**config.mk**
```make
export PLATFORM = sky130hd
export DESIGN_NAME = systolic_skew_feeder
export DESIGN_NICKNAME = d
export VERILOG_FILES = /design/src/rtl/systolic_skew_feeder.sv
export SDC_FILE = /design/constraint.sdc
export NUM_CORES = 1
export LEC_CHECK = 0
export CORE_MARGIN = 2
export CORE_UTILIZATION = 40
export DETAILED_ROUTE_END_ITERATION = 10
export PLACE_DENSITY = 0.76
export SYNTH_ARGS = -nofsm -noshare
export SYNTH_HDL_FRONTEND = slang
export SYNTH_SLANG_ARGS = --single-unit
```
**constraint.sdc**
```tcl
create_clock -name CLK -period 4.4 [get_ports CLK]
set_input_delay 0.66 -clock CLK [delete_from_list [all_inputs] [get_ports CLK]]
set_output_delay 0.66 -clock CLK [all_outputs]
set_load 0.005 [all_outputs]
```
**src/rtl/systolic_skew_feeder.sv**
```systemverilog
// rtl/systolic_skew_feeder.sv - operand tile feeder for the systolic skew bank
// Optional FEEDER_STALL_CNT_EN adds the Stall_Count port (LOAD cycles without a beat).
module systolic_skew_feeder #(
   parameter int N = 4,
   parameter int DATA_WIDTH = 32,
   parameter int K_MAX = 256,
   localparam int CNT_W = $clog2(K_MAX + 1)
) (
   input  logic                    CLK,
   input  logic                    ASYNC_RST,
   input  logic                    SYNC_RST,
   input  logic                    Start,
   input  logic [CNT_W-1:0]        K_Len,
   input  logic                    In_Valid,
   output logic                    In_Ready,
   input  logic [N*DATA_WIDTH-1:0] In_Data,
   output logic [N*DATA_WIDTH-1:0] Lane_Data,
   output logic                    Shift_EN,
   output logic                    Busy,
   output logic                    Done
`ifdef FEEDER_STALL_CNT_EN
   ,
   output logic [31:0]             Stall_Count
`endif
);

   localparam int DRN_W = (N > 1) ? $clog2(N) : 1;

   typedef enum logic [1:0] {IDLE, LOAD, DRAIN, FIN} state_t;

   state_t             state_q, state_d;
   logic [CNT_W-1:0]   k_lat, beat_cnt;
   logic [DRN_W-1:0]   drain_cnt;
   logic               beat_last;
   logic               drain_last;

   assign beat_last  = (beat_cnt == k_lat - CNT_W'(1));
   assign drain_last = (drain_cnt == DRN_W'(N - 2));

   always_ff @(posedge CLK or negedge ASYNC_RST) begin
      if (!ASYNC_RST) begin
         state_q <= IDLE;
      end else if (SYNC_RST) begin
         state_q <= IDLE;
      end else begin
         state_q <= state_d;
      end
   end

   always_comb begin
      state_d  = state_q;
      In_Ready = 1'b0;
      Busy     = 1'b1;
      case (state_q)
         IDLE: begin
            Busy = 1'b0;
            if (Start) state_d = (K_Len != '0) ? LOAD : FIN;
         end
         LOAD: begin
            In_Ready = 1'b1;
            if (In_Valid && beat_last) state_d = (N > 1) ? DRAIN : FIN;
         end
         DRAIN: begin
            if (drain_last) state_d = FIN;
         end
         FIN: begin
            state_d = IDLE;
         end
         default: state_d = IDLE;
      endcase
   end

   // Done is registered out of FIN, so it lands on the cycle after the last drain beat.
   always_ff @(posedge CLK or negedge ASYNC_RST) begin
      if (!ASYNC_RST) begin
         k_lat     <= '0;
         beat_cnt  <= '0;
         drain_cnt <= '0;
         Lane_Data <= '0;
         Shift_EN  <= 1'b0;
         Done      <= 1'b0;
      end else if (SYNC_RST) begin
         k_lat     <= '0;
         beat_cnt  <= '0;
         drain_cnt <= '0;
         Lane_Data <= '0;
         Shift_EN  <= 1'b0;
         Done      <= 1'b0;
      end else begin
         Shift_EN <= 1'b0;
         Done     <= 1'b0;
         case (state_q)
            IDLE: begin
               if (Start) begin
                  k_lat     <= (K_Len > CNT_W'(K_MAX)) ? CNT_W'(K_MAX) : K_Len;
                  beat_cnt  <= '0;
                  drain_cnt <= '0;
               end
            end
            LOAD: begin
               if (In_Valid) begin
                  Lane_Data <= In_Data;
                  Shift_EN  <= 1'b1;
                  beat_cnt  <= beat_cnt + CNT_W'(1);
               end
            end
            DRAIN: begin
               Lane_Data <= '0;
               Shift_EN  <= 1'b1;
               drain_cnt <= drain_cnt + DRN_W'(1);
            end
            FIN: begin
               Done <= 1'b1;
            end
            default: ;
         endcase
      end
   end

`ifdef FEEDER_STALL_CNT_EN
   always_ff @(posedge CLK or negedge ASYNC_RST) begin
      if (!ASYNC_RST) begin
         Stall_Count <= '0;
      end else if (SYNC_RST) begin
         Stall_Count <= '0;
      end else if (state_q == IDLE && Start) begin
         Stall_Count <= '0;
      end else if (state_q == LOAD && !In_Valid && Stall_Count != 32'hFFFF_FFFF) begin
         Stall_Count <= Stall_Count + 32'd1;
      end
   end
`endif

endmodule

```
==> results of run 1 <==
==> power groups by stage <==
stage | sequential [W] | clock (W) | combinational, W
2_1_floorplan | 0.00186 | 0 | 0.000570
3_3_place_gp | 0.00184 | 0 | 0.00142
3_5_place_dp | 0.00185 | 0 | 0.00144
4_1_cts | 0.00183 | 0.00146 | 0.00145
5_1_grt | 0.00187 | 0.00152 | 0.00158
6_report | 0.00183 | 0.00143 | 0.00143
==> routing by layer <==
metal  track usage (%)  share of wire (%)  wire (um)
met1             24.76                 40       7370
met2             35.19                 48       8725
met3             8.304                9.1       1653
met4             8.662                2.7        488
met5                 0                  0          0
==> worst min path at each step <==
stage	start	to	slack [ps]
finish	ASYNC_RST	Lane_Data[68]	350
CTS	ASYNC_RST	Lane_Data[65]	390
detailed placement	Lane_Data[58]	Lane_Data[58]	470
floorplan	ASYNC_RST	Done	360
global route	ASYNC_RST	Lane_Data[65]	410
global placement	Lane_Data[84]	Lane_Data[84]	460
==> sequential cells by signal, indices dropped and copies added (netlist names) <==
name / cells
Done: 1
k_lat: 9
Shift_EN: 1
beat_cnt: 9
drain_cnt: 2
state_q: 2
Lane_Data: 128
==> through the flow <==
stage | power (W) | area, sq um | hold WS [ps]
floorplan | 0.002432 | 6576 | 364.4
global placement | 0.003259 | 9488 | 459.8
detailed placement | 0.003297 | 9488 | 468.8
CTS | 0.004748 | 10070 | 385.6
global route | 0.004973 | 10070 | 408.5
finish | 0.004694 | 10070 | 348.6
==> cell type report <==
type,instances,area (sq um)
inverters,10,37.54
fillers,1383,5934
flip-flops and latches,152,3804
clock buffers,19,442.9
clock inverters,13,135.1
repair buffers,284,2867
well taps,216,270.3
multi-input cells,518,2510
==> cells by family after synthesis <==
family	share of synthesized area, %
simple gates	20.03
compound gates	15.05
flops	57.84
buf+inv	4.224
xor+xnor	1.199
fa+ha+maj	1.332
mux	0.3234
==> critical path, cell delays in order, from the launching register on <==
cell,delay (ps)
dfrtp_1,420
inv_1,100
ha_1,410
clkdlybuf4s50_1,620
==> cells in the mapped netlist, drive strengths merged (5+ instances only) <==
master and count:
o21ai 146, xnor2 5, inv 10, buf 19
nand2 270, clkbuf 29, ha 7, nor2b 5
dfrtp 152, nor2 14, nand3 5, nor3 6
a22o 9, a21oi 8, a31oi 5
==> flow_metrics.py, run 1 <==
metrics = {
    "logic_synthesis": {
        "synth.top_cell.area_share_pct": 57.84,
        "netlist_area_sq_um": 6576,
        "yosysSeqAreaShare_pct": 57.84,
        "yosysTopAreaCell": "dfrtp_1",
        "synthCells": 728,
        "synth_edf_count": 0,
        "ys_ff_latch": 152,
        "synthFlopType": "dfrtp_1",
        "synth.net_count": 877,
        "synthDistinctLibCells": 42,
        "avgSynthCellArea_sq_um": 9.033,
        "async_flop_share_pct": 100.0,
        "synthTopCellsByArea": "dfrtp_1 58%, nand2_1 15%, o21ai_0 6.2%",
        "synth_warnings": 0,
    },
    "pwr": {
        "peakVddDrop_v": 0.0002913,
        "pwr-share-clk_pct": 30.5,
        "p_comb_share_pct": 30.5,
        "switching_share_pct": 30.53,
        "p_int_w": 0.003261,
        "power.density_nw_per_um2": 466.3,
        "seqPwrFrac_pct": 39.0,
        "power.switching_w": 0.001433,
        "p_leak_nw": 4.322,
    },
    "final_layout": {
        "layout_common_cells": "272 x clkdlybuf4s50_1, 270 x nand2_1, 152 x dfrtp_1",
        "antenna_cells": 0,
        "fin_nets": 1132,
        "final_common_cell": "clkdlybuf4s50_1",
        "postLayoutCoreUtil_pct": 62.91,
        "finalNonFillerCells": 1212,
        "syn_to_final_growth_pct": 53.06,
        "drive_gt1_share_pct": 5.120,
    },
    "cts": {
        "cts_resized": 0,
        "cts_htree_levels": 4,
        "cts_num_sinks": 152,
        "tritoncts": "done",
        "worstSkewPairLatency_ps": 430,
        "cts-root-buf": "clkbuf_16",
        "cts_buffer_depth": 2,
        "post-cts-setup-buffer-count": 0,
        "clk_pin_slew_ps": 60,
        "hold_buffers": 0,
        "cts_buffers": 17,
    },
    "die": {
        "chipWidth_um": 132.2,
        "die_area_sq_um": 17480,
        "die_y_um": 132.2,
        "rows": 46,
        "io_pins": 274,
        "start_util_pct": 41.10,
        "core-area_sq_um": 16000,
    },
    "grt": {
        "grtUsageTotal_pct": 21.24,
        "grt_overflow": 0,
        "grt_pass1_wl_mm": 29.55,
        "grt_max_degree": 100,
        "grt_pass1_vias": 5680,
        "antenna_found_initial": 0,
    },
    "routing": {
        "drtAntennaViolNets": 0,
        "drt_iter0_drc": 257,
        "via_per_inst": 4.831,
        "wl_mm": 18.24,
        "drtPass1Iterations": 4,
        "drc": 0,
        "drt-wirelength-per-cell_um": 15.05,
        "vias": 5855,
    },
    "sta": {
        "setup_tns_ps": 0,
        "setup_viol": 0,
        "finalCriticalPeriod_ps": 2631,
        "slew_violations": 0,
        "finalHoldViolCount": 0,
        "fin_ws_ps": 1769,
        "fin_crit_sh_pct": 59.79,
        "relSlewSlack_pct": 39.82,
        "fmax_ghz": 0.3801,
        "finClkSkew_ps": 15.18,
        "rsz0062_at_grt": "no",
        "worst_pin_slew_ps": 902.7,
    },
    "critical_path": {
        "timing.rr.end": "Lane_Data[109]",
        "r2r_setup_slack_ps": 1900,
        "crit_arrival_ps": 1970,
        "worstPathRequired_ps": 3740,
        "start_kind": "flip-flop",
        "critPathKind": "reg -> out",
        "end_kind": "primary output",
        "critPathLaunch": "state_q[1]",
        "critPathCapture": "In_Ready",
        "r2r_start": "state_q[1]",
        "r2r_cells": 6,
        "crit_fanout": 9,
    },
    "flow_run": {
        "maxCapViolCount": 0,
    },
    "placed_design": {
        "portBuffers": 273,
        "place_congestion": 0.7934,
        "place_ws_ps": 1390,
        "post-dp-hpwl_mm": 12.91,
        "dp.cells": 1180,
    },
    "worst_hold_path": {
        "hp-class": "in -> async",
    },
    "status": {
        "status": "complete, no violations",
    },
}
Power figures use the tool's default switching activity.
==> run 2: changes to the inputs <==
- CORE_UTILIZATION: 40 -> 39
- PLACE_DENSITY: 0.76 -> 0.77
- clock period: 4.4 -> 2.3 ns (I/O delays scaled with it)
==> flow_metrics.py, run 2 (synthesis gave the netlist of run 1 again) <==
metrics = {
    "status": {
        "status": "complete, no violations",
    },
    "sta": {
        "setup_tns_ps": 0,
        "worst_pin_slew_ps": 615.5,
        "setup_viol": 0,
        "finClkSkew_ps": 9.237,
        "finalCriticalPeriod_ps": 2197,
        "rsz0062_at_grt": "no",
        "hold_ws_ps": 454.0,
        "finalHoldViolCount": 0,
        "slew_violations": 0,
        "relSlewSlack_pct": 58.97,
        "fin_crit_sh_pct": 95.54,
        "fmax_ghz": 0.4551,
    },
    "pwr": {
        "power.density_nw_per_um2": 902.9,
        "power.switching_w": 0.002694,
        "pwr-share-clk_pct": 31.8,
        "switching_share_pct": 28.68,
        "p_total_w": 0.009394,
        "p_int_w": 0.006700,
        "p_leak_nw": 4.495,
        "peakVddDrop_v": 0.0004820,
        "p_comb_share_pct": 30.9,
        "seqPwrFrac_pct": 37.3,
    },
    "critical_path": {
        "cp_cell_sequence": "inv_1, ha_1, inv_2, clkdlybuf4s50_1",
        "critPathKind": "reg -> out",
        "worstPathRequired_ps": 1960,
        "crit_fanout": 7,
        "slowest_stage": "clkdlybuf4s50_1",
        "cp_num_buf_inv": 3,
        "crit_arrival_ps": 1850,
        "end_kind": "primary output",
        "path_delay_family": "buffers and inverters",
        "cpPeakStageDelay_ps": 510,
        "start_kind": "flip-flop",
    },
    "routing": {
        "drt-wirelength-per-cell_um": 14.37,
        "drtAntennaViolNets": 0,
        "drtPass1Iterations": 4,
        "drt_iter0_drc": 239,
        "wl_mm": 17.74,
        "drc": 0,
        "via_per_inst": 4.734,
        "vias": 5847,
    },
    "cts": {
        "cts_htree_levels": 4,
        "cts-root-buf": "clkbuf_16",
        "cts_num_sinks": 152,
        "clk_pin_slew_ps": 60,
        "worstSkewPairLatency_ps": 420,
        "cts_buffer_depth": 2,
        "cts_buffers": 17,
        "post-cts-setup-buffer-count": 0,
        "tritoncts": "done",
    },
    "final_layout": {
        "largest_reg_flops": 128,
        "antenna_cells": 0,
        "layout_common_cells": "272 x clkdlybuf4s50_1, 270 x nand2_1, 150 x dfrtp_1",
        "fin_nets": 1153,
        "postLayoutCellArea_sq_um": 10410,
        "final_common_cell": "clkdlybuf4s50_1",
        "syn_to_final_growth_pct": 58.22,
        "reg_top3": "Lane_Data: 128 flops, beat_cnt: 9 flops, k_lat: 9 flops",
        "regMostFlops": "Lane_Data",
        "drive_gt1_share_pct": 7.192,
    },
    "grt": {
        "grt_max_degree": 107,
        "antenna_found_initial": 0,
        "grt_overflow": 0,
        "grt_pass1_wl_mm": 29.16,
        "grtUsageTotal_pct": 20.54,
        "grt_pass1_vias": 5797,
    },
    "placed_design": {
        "place_congestion": 0.7965,
        "portBuffers": 273,
        "placed_area_sq_um": 9768,
        "post-dp-hpwl_mm": 12.85,
    },
    "die": {
        "core-area_sq_um": 16520,
        "die_y_um": 133.9,
        "start_util_pct": 39.80,
        "die_area_sq_um": 17920,
        "chipWidth_um": 133.9,
        "io_pins": 274,
        "rows": 47,
    },
    "worst_hold_path": {
        "hp-class": "in -> async",
    },
    "flow_run": {
        "maxCapViolCount": 0,
    },
}
run 2: cell count changes in the layout (fill, tap and decap cells not counted), sizes merged:
cell,change
bufinv,+3
inv,-5
clkinvlp,-2
clkinv,+2
buf,+20
dlygate4sd3,+1
run 2: power by group through the flow:
stage                     Clock, W  Sequential (W)  Combinational (W)
after floorplan                  0         0.00356            0.00109
after global placement           0         0.00353            0.00287
after detailed placement         0         0.00354            0.00291
after CTS                  0.00305         0.00350            0.00294
after global routing       0.00315         0.00357            0.00320
final                      0.00299         0.00350            0.00290
run 2: what timing repair did:
item,CTS,global route
hold buffers,1,0
hold endpoints to repair,45,0
endpoints found under the setup margin,0,3
resized for setup,0,3
run 2: worst register-to-register path: cells and delay by family (launching register included):
family,cells,cell delay (ps)
fa+ha+maj,1,260
simple gates,2,280
flops,1,410
compound gates,5,1020
buf+inv,1,70
run 2: layer usage:
layer  vias up  track usage, %  wire length (um)
met1      2662           25.81              7545
li1       2956               -                 -
met2       198           32.62              8331
met4         0           8.392               429
met3        31           7.029              1436
met5         -               0                 0
run 2: final cells by class:
| class | instances | area [sq um] |
|---|---|---|
| flip-flops and latches | 152 | 3806 |
| inverters | 10 | 37.54 |
| well taps | 220 | 275.3 |
| multi-input cells | 518 | 2510 |
| clock buffers | 19 | 452.9 |
| fillers | 1353 | 6120 |
| repair buffers | 305 | 3152 |
| clock inverters | 11 | 171.4 |
run 2: worst paths after layout:
kind | from | end | slack [ps] | cells past startpoint
setup / recovery | state_q[0] | Busy | 100 | 4
hold / removal | ASYNC_RST | Lane_Data[41] | 450 | 2
setup reg to reg | k_lat[1] | state_q[0] | 160 | 9
hold reg to reg | Lane_Data[89] | Lane_Data[89] | 470 | 2
max in group asynchronous | ASYNC_RST | Lane_Data[78] | 1200 | 3
min in group CLK | In_Data[110] | Lane_Data[110] | 460 | 3
run 2: through the flow:
| stage | setup slack, ps | util [%] | cells |
|---|---|---|---|
| 3_5_place_dp | 199.0 | 59.11 | 1204 |
| 2_1_floorplan | 333.6 | - | 728 |
| 6_report | 102.7 | 62.97 | 1235 |
| 5_1_grt | 11.06 | 62.97 | 1235 |
| 4_1_cts | 44.27 | 62.95 | 1235 |
| 3_3_place_gp | 263.1 | 59.11 | 1204 |
==> run 3: changes to the inputs <==
- SKIP_CTS_REPAIR_TIMING: default -> 1
==> flow_metrics.py, run 3 (synthesis gave the netlist of run 1 again) <==
metrics = {
    "sta": {
        "finalCriticalPeriod_ps": 2197,
        "relSlewSlack_pct": 58.97,
        "setup_viol": 0,
        "setup_tns_ps": 0,
        "worst_pin_slew_ps": 615.5,
        "rsz0062_at_grt": "no",
        "finalHoldViolCount": 0,
        "fin_crit_sh_pct": 95.54,
        "fmax_ghz": 0.4551,
        "slew_violations": 0,
        "finClkSkew_ps": 9.237,
    },
    "critical_path": {
        "r2r_cells": 9,
        "crit_fanout": 7,
        "start_kind": "flip-flop",
        "critPathKind": "reg -> out",
        "worstPathRequired_ps": 1960,
        "end_kind": "primary output",
        "cp_num_buf_inv": 3,
        "critPathCapture": "Busy",
        "critPathLaunch": "state_q[0]",
        "crit_arrival_ps": 1850,
        "cp_cell_sequence": "inv_1, ha_1, inv_2, clkdlybuf4s50_1",
        "timing.rr.end": "state_q[0]",
        "cpPeakStageDelay_ps": 510,
        "r2r_start": "k_lat[1]",
        "path_delay_family": "buffers and inverters",
        "critical_path_depth": 4,
        "slowest_stage": "clkdlybuf4s50_1",
        "r2r_setup_slack_ps": 160,
    },
    "cts": {
        "cts_buffer_depth": 2,
        "tritoncts": "done",
        "clk_pin_slew_ps": 60,
        "worstSkewPairLatency_ps": 420,
        "cts_htree_levels": 4,
        "cts_buffers": 17,
        "cts-root-buf": "clkbuf_16",
        "cts_num_sinks": 152,
    },
    "worst_hold_path": {
        "hp-class": "in -> async",
    },
    "flow_run": {
        "maxCapViolCount": 0,
    },
    "final_layout": {
        "syn_to_final_growth_pct": 58.22,
        "reg_top3": "Lane_Data: 128 flops, beat_cnt: 9 flops, k_lat: 9 flops",
        "antenna_cells": 0,
        "largest_reg_flops": 128,
        "regMostFlops": "Lane_Data",
        "drive_gt1_share_pct": 7.192,
        "fin_nets": 1153,
        "layout_common_cells": "272 x clkdlybuf4s50_1, 270 x nand2_1, 150 x dfrtp_1",
        "final_common_cell": "clkdlybuf4s50_1",
        "finalNonFillerCells": 1235,
    },
    "pwr": {
        "p_leak_nw": 4.495,
        "peakVddDrop_v": 0.0004820,
        "power.density_nw_per_um2": 902.8,
    },
    "routing": {
        "wl_mm": 17.74,
        "via_per_inst": 4.730,
        "vias": 5842,
        "drt_iter0_drc": 236,
        "drtAntennaViolNets": 0,
        "drt-wirelength-per-cell_um": 14.36,
        "drc": 0,
        "drtPass1Iterations": 4,
    },
    "die": {
        "die_y_um": 133.9,
        "die_area_sq_um": 17920,
        "core-area_sq_um": 16520,
        "start_util_pct": 39.80,
        "io_pins": 274,
        "chipWidth_um": 133.9,
        "rows": 47,
    },
    "grt": {
        "grt_overflow": 0,
        "grt_pass1_vias": 5795,
        "grt_pass1_wl_mm": 29.15,
        "antenna_found_initial": 0,
        "grt_max_degree": 107,
        "grtUsageTotal_pct": 20.53,
    },
    "status": {
        "status": "complete, no violations",
    },
    "placed_design": {
        "portBuffers": 273,
        "post-dp-hpwl_mm": 12.85,
        "place_congestion": 0.7965,
        "dp.cells": 1204,
    },
}
## run 3: stage by stage
| stage | setup slack, ps | power [W] | util (%) | hold WS (ps) | cell area [sq um] |
|---|---|---|---|---|---|
| after floorplan | 333.6 | 0.004653 | - | 49.41 | 6576 |
| after global placement | 263.1 | 0.006399 | 59.11 | 331.7 | 9768 |
| after detailed placement | 199.0 | 0.006458 | 59.11 | 332.8 | 9768 |
| after CTS | 44.27 | 0.009487 | 62.89 | -122.6 | 10390 |
| after global routing | 11.06 | 0.009929 | 62.97 | 462.3 | 10410 |
| final | 102.7 | 0.009394 | 62.97 | 453.9 | 10410 |
## run 3: worst min path at each step
stage | end | cells past startpoint | start | slack, ps
after floorplan | Done | 0 | ASYNC_RST | 50
after global placement | Lane_Data[79] | 1 | ASYNC_RST | 330
after detailed placement | Lane_Data[41] | 1 | ASYNC_RST | 330
after CTS | Lane_Data[41] | 1 | ASYNC_RST | -120
after global routing | Lane_Data[0] | 3 | In_Data[0] | 460
final | Lane_Data[41] | 2 | ASYNC_RST | 450
## run 3: power by group
part           total (W)  switching [W]  leakage, nW  internal [W]
Clock            0.00299        0.00112        0.302       0.00187
Combinational    0.00290        0.00126         2.20       0.00164
Sequential       0.00350       0.000306         2.00       0.00319
Total            0.00939        0.00269         4.49       0.00670
## run 3: final cells by class
cell class	count	area (sq um)
sequential	152	3806
fill	1351	6120
multi-input combinational	518	2510
inverter	10	37.54
clock buffer	19	452.9
tap	220	275.3
timing repair buffer	305	3152
clock inverter	11	171.4
## run 3: per-layer routing
metal | routed length [um] | vias to the layer above | GRT usage, %
li1 | - | 2956 | -
met1 | 7530 | 2657 | 25.78
met2 | 8338 | 198 | 32.62
met3 | 1436 | 31 | 7.029
met4 | 429 | 0 | 8.392
met5 | 0 | - | 0
